===== src/rtl/note_track.sv =====
// note_track: falling-note grid, song ROM fetch, hit judgement and score/combo keeping
module note_track #(
    parameter int NROWS  = 8,
    parameter int ADDR_W = 8
) (
    input  logic                 clock,
    input  logic                 resetn,
    input  logic                 load_song,
    input  logic                 load_note,
    input  logic                 shift,
    input  logic                 logic_in,
    input  logic                 reset_score,
    input  logic [3:0]           key,
    output logic [ADDR_W-1:0]    song_addr,
    input  logic [4:0]           song_note,
    output logic                 songdone,
    output logic [4*NROWS-1:0]   grid,
    output logic [3:0]           hit_lanes,
    output logic [3:0]           miss_lanes,
    output logic [15:0]          score,
    output logic [7:0]           combo,
    output logic [7:0]           max_combo
);
    logic        playing, end_flag;
    logic [3:0]  pending, latch;
    logic [3:0]  k, n, hit, miss;
    logic [2:0]  hit_cnt;
    logic [16:0] score_sum;
    logic [8:0]  combo_sum;
    logic [15:0] score_new;
    logic [7:0]  combo_new, max_new;

    // a press counts if seen any time since the last judgement or right now
    always_comb begin
        k         = latch | key;
        n         = grid[4*(NROWS-1) +: 4];
        hit       = n & k;
        miss      = n ^ k;
        hit_cnt   = {2'b0, hit[0]} + {2'b0, hit[1]} + {2'b0, hit[2]} + {2'b0, hit[3]};
        score_sum = {1'b0, score} + {14'b0, hit_cnt};
        combo_sum = {1'b0, combo} + {6'b0, hit_cnt};
        score_new = score_sum[16] ? 16'hFFFF : score_sum[15:0];
        combo_new = (|miss) ? 8'd0 : (combo_sum[8] ? 8'hFF : combo_sum[7:0]);
        max_new   = (combo_new > max_combo) ? combo_new : max_combo;
    end

    assign songdone = playing & (song_note[4] | end_flag);

    // song state, grid, key latch and scoring; load_song overrides all other commands
    always_ff @(posedge clock or negedge resetn) begin
        if (!resetn) begin
            playing    <= 1'b0;
            end_flag   <= 1'b0;
            pending    <= '0;
            latch      <= '0;
            song_addr  <= '0;
            grid       <= '0;
            hit_lanes  <= '0;
            miss_lanes <= '0;
            score      <= '0;
            combo      <= '0;
            max_combo  <= '0;
        end else if (load_song) begin
            playing    <= 1'b1;
            end_flag   <= 1'b0;
            pending    <= '0;
            latch      <= '0;
            song_addr  <= '0;
            grid       <= '0;
            hit_lanes  <= '0;
            miss_lanes <= '0;
            score      <= '0;
            combo      <= '0;
            max_combo  <= '0;
        end else begin
            latch <= (playing && logic_in) ? 4'b0 : (latch | key);
            if (playing) begin
                if (shift) begin
                    grid    <= {grid[4*NROWS-5:0], pending};
                    pending <= '0;
                end
                if (load_note && !song_note[4]) begin
                    pending <= song_note[3:0];
                    if (&song_addr) end_flag <= 1'b1;
                    else song_addr <= song_addr + 1'b1;
                end
                if (reset_score) begin
                    hit_lanes  <= '0;
                    miss_lanes <= '0;
                end
                if (logic_in) begin
                    hit_lanes  <= hit;
                    miss_lanes <= miss;
                    score      <= score_new;
                    combo      <= combo_new;
                    max_combo  <= max_new;
                end
            end
        end
    end
endmodule


===== config.mk =====
export PLATFORM = sky130hd
export DESIGN_NAME = note_track
export DESIGN_NICKNAME = d
export VERILOG_FILES = /design/src/rtl/note_track.sv
export SDC_FILE = /design/constraint.sdc
export NUM_CORES = 1
export LEC_CHECK = 0
export CORE_ASPECT_RATIO = 1.2
export CORE_MARGIN = 1
export CORE_UTILIZATION = 35
export CTS_BUF_LIST = sky130_fd_sc_hd__clkbuf_16
export CTS_CLUSTER_DIAMETER = 40
export DETAILED_ROUTE_END_ITERATION = 12
export GPL_TIMING_DRIVEN = 0
export PLACE_DENSITY = 0.68
export SLEW_MARGIN = 20
export SYNTH_ARGS = -nofsm -noshare
export SYNTH_HDL_FRONTEND = slang
export SYNTH_SLANG_ARGS = --single-unit

===== constraint.sdc =====
create_clock -name clock -period 4.5 [get_ports clock]
set_clock_uncertainty 0.05 [all_clocks]
set_input_delay 0.9 -clock clock [delete_from_list [all_inputs] [get_ports clock]]
set_output_delay 0.9 -clock clock [all_outputs]
set_load 0.03 [all_outputs]

==> summary.md <==
| Metric | Value |
|---|---|
| Maxcap violations | 0 |
| Cell Chain, Critical Path | buf_6 > or2_4 > ha_4 > fa_1 > ha_4 > ha_4 > inv_2 > fa_2 > nor2b_4 > o211ai_1 > a21oi_2 > ha_1 > nor2b_1 > o211ai_1 > a2111o_1 > nand3_1 > a21oi_1 |
| Number of CTS-inserted buffers | 9 |
| Final worst slack | -0.2036 ns |
| Cell Pwr Density | between 200 and 300 nW/um^2 |
| Post-layout minimum cycle time | 4.704 ns |
| Total power draw | approximately 1700 uW |
| Synth Area in Simple Gates | about a fifth |
| Initial antenna violation count | 0 |
| CP Class | in -> reg |
| Buf+Inv Stages, Crit Path | 2 |
| GR Util All Layers | between 10% and 20% |
| Start point of the critical path | key[0] |
| Area of the multi-input gates | roughly 2400 um^2 |
| CP max-delay cell | fa_1 |
| Post-synth EDFFs | 0 |
| Max_slew headroom | between 30% and 40% |
| CP arrival | 4.92 ns |
| RSZ-0062 raised after global routing | true |
| Mapped Area | between 4000 and 5000 um^2 |
| Clk buf depth | 2 |
| Worst-path maximum fanout | 8 |
| Leakage | around 0.0025 uW |
| Dpl cells | approximately 770 |
| Final Max Tran Viols | 0 |
| Post-synthesis async set-or-reset flop share | 100.0% |
| Syn Area/Cell | 9.123 um^2 |
| Die height | 127.7 um |
| Final Non-Filler Cells | between 700 and 800 |
| Cell mode on critical path | ha_4 |
| Initial DRC count | between 200 and 250 |
| Drt total wl | roughly 13000 um |
| Die Footprint | approximately 14000 um^2 |
| Largest family of logic cells by synthesized area | simple AND/OR/NAND/NOR gates |
| IR drop worst, VDD | about 0.16 mV |
| Crit share post-route | 104.5% |
| Filler cell count | approximately 1200 |
| # diodes | 0 |
| Xor and xnor area share after synthesis | under 10% |
| Initial Util | 36.20% |
| Synth Instances | about 510 |
| Die width | between 100 and 150 um |
| Worst-Margin Slew | approximately 1 ns |
| # setup viols final | 8 |
| Core Area | around 13000 um^2 |
| Hold Buf Count CTS | 0 |
| Post-synthesis adder-cell area fraction | ~7% |
| WL per Instance | between 15 and 20 um |
| Reg2reg start | latch[0] |
| Fin. Hold Viols | 0 |
| Io pins | 97 |
| Vias | between 4000 and 5000 |
| Vias in the first global route | 4129 |
| Slowest cell delay on critical path | slightly below 0.5 ns |
| Crit. End Element | flop |
| CTS tree | done |
| Failing checks | setup timing |
| Antenna-violating nets left | 0 |
| DRT Pass-1 Iters | 5 |
| Root buffer cell | clkbuf_16 |
| Mux contribution to synthesized area | less than 1% |
| Compound-Gate Fraction of Synth Area | about 17% |
| Total gr overflow | 0 |
| Fin nets | 669 |
| Achievable Freq | about 0.21 GHz |
| Dpl hpwl | ~9400 um |
| Flops & latches, synth | 90 |
| Residual DRC | 0 |
| CTS clock-pin slew for the worst setup and hold paths | roughly 0.070 ns |
| Sequential fraction of the synthesis area | between 40% and 50% |
| CTS H-Tree Depth | 3 |
| Worst hold path class | in -> async |
| Top Family by Delay on Critical Path | adder cells |
| Synth Net Count | between 500 and 600 |
| First-pass GRT wire length | 20670 um |
| Startpoint types | primary input |
| Status | complete, but fails checks |
| Setup TNS | -1.573 ns |
| GP Congestion | between 0.8 and 0.9 |
| Worst skew pair latency | around 0.35 ns |
| Ys Warns | 0 |
| Distinct cells, synth | 58 |
| PortBufs | 95 |
| Register area | about 2300 um^2 |
| Area grow syn2layout | 39.57% |
| Main flop type after synthesis | dfrtp_1 |
| Min Hold Slack | 0.4233 ns |
| Number of core rows | 45 |
| Largest net degree at the start of global routing | 50 |
| Via/cell ratio | ~5.2 |
| CTS sink cnt | 90 |
| Layout cells sized above 1 | between 10% and 20% |
| CP Data Required Time | 4.71 ns |
## synth_stat cells (3+ instances only)
| cell | n | area (um^2) |
|---|---|---|
| xor2_1 | 4 | 35.03 |
| a21o_1 | 3 | 22.52 |
| nand2_1 | 100 | 375.4 |
| a31oi_1 | 6 | 37.54 |
| mux2i_1 | 3 | 30.03 |
| dfrtp_1 | 90 | 2252 |
| o211ai_1 | 6 | 45.04 |
| a211oi_1 | 3 | 22.52 |
| nor4_1 | 3 | 18.77 |
| o21ai_1 | 3 | 15.01 |
| a21oi_1 | 57 | 285.3 |
| a22oi_1 | 8 | 60.06 |
| xnor2_1 | 5 | 43.79 |
| nor3_1 | 20 | 100.1 |
| clkbuf_1 | 23 | 86.33 |
| nor2_1 | 36 | 135.1 |
| o21bai_1 | 3 | 22.52 |
| nor2b_1 | 4 | 25.02 |
| fa_1 | 3 | 60.06 |
| nand4_1 | 5 | 31.28 |
| o21a_1 | 3 | 22.52 |
| inv_1 | 19 | 71.32 |
| ha_1 | 21 | 262.8 |
| and2_1 | 3 | 18.77 |
| o21ai_0 | 14 | 70.07 |
| and3_1 | 7 | 43.79 |
| nand3_1 | 14 | 70.07 |
## cells in the final DEF, fill, tap and decap left out, drive strengths merged, types with 6 or more instances in the layout
cell           count
ha                21
o21ai             18
nand2            100
a31oi              6
o211ai             6
clkbuf            32
dfrtp             90
nor2              36
a22oi              8
buf               24
nand3             16
clkdlybuf4s50     91
a21oi             58
inv               22
and3               7
nor3              20
## registers in the layout, indices dropped and copies added (netlist names), 4 cells and up
name	cells
grid	32
score	16
combo	8
max_combo	8
song_addr	8
hit_lanes	4
latch	4
miss_lanes	4
pending	4
## repair_timing
| item | 4_1_cts | 5_1_grt |
|---|---|---|
| gates resized for setup | 19 | 12 |
| setup buffers | 12 | 5 |
| setup endpoints to repair | 8 | 8 |
| pin swaps | 23 | 23 |
## cell families after synthesis
| kind of cell | Yosys count |
|---|---|
| AOI/OAI and AO/OA | 125 |
| muxes | 3 |
| adders and majority gates | 24 |
| and+or+nand+nor | 210 |
| buffers and inverters | 44 |
| xor gates and xnor gates | 9 |
| DFF | 90 |
## area by class of cell
cell class                      instances  share of cell area [%]
Tap cell                              164                   3.191
Clock buffer                            9                   3.503
Buffer                                 25                   1.518
Multi-Input combinational cell        371                   37.56
Inverter                               19                   1.109
Timing Repair Buffer                  113                   17.28
Sequential cell                        90                   35.03
Clock inverter                          7                  0.8173
## per-stage QoR
step | worst slack, ns | area [um^2] | utilization, %
2_1_floorplan | -0.1996 | 4756 | -
3_3_place_gp | -1.131 | 5912 | 46.46
3_5_place_dp | -1.238 | 5941 | 46.69
4_1_cts | -0.2812 | 6332 | 49.76
5_1_grt | -0.3268 | 6430 | 50.53
6_report | -0.2036 | 6430 | 50.53
## power by group
part	internal, uW	leakage [uW]	switching [uW]	total (uW)
registers	817	0.00124	7.60	825
logic	43.1	0.00115	85.9	129
clock network	378	0.000127	335	713
total	1240	0.00252	429	1670
## path summary, 6_finish.rpt
| kind | end | slack, ns | depth (start not counted) |
|---|---|---|---|
| worst min register to register | pending[0] | 0.43 | 2 |
| worst min-delay path | score[2] | 0.42 | 1 |
| worst max register to register | max_combo[5] | 0.06 | 16 |
| min in group clock | pending[0] | 0.43 | 2 |
| max in group asynchronous | grid[29] | 3.40 | 2 |
| worst max-delay path | max_combo[5] | -0.20 | 17 |
## layer usage
layer	vias up	part of all wire (%)	global-route usage [%]
met5	-	0	0
met1	1993	42	24.33
met3	16	5.4	3.660
met4	0	1.8	8.058
met2	118	51	33.62
li1	2021	-	-
Power figures use the tool's default switching activity.
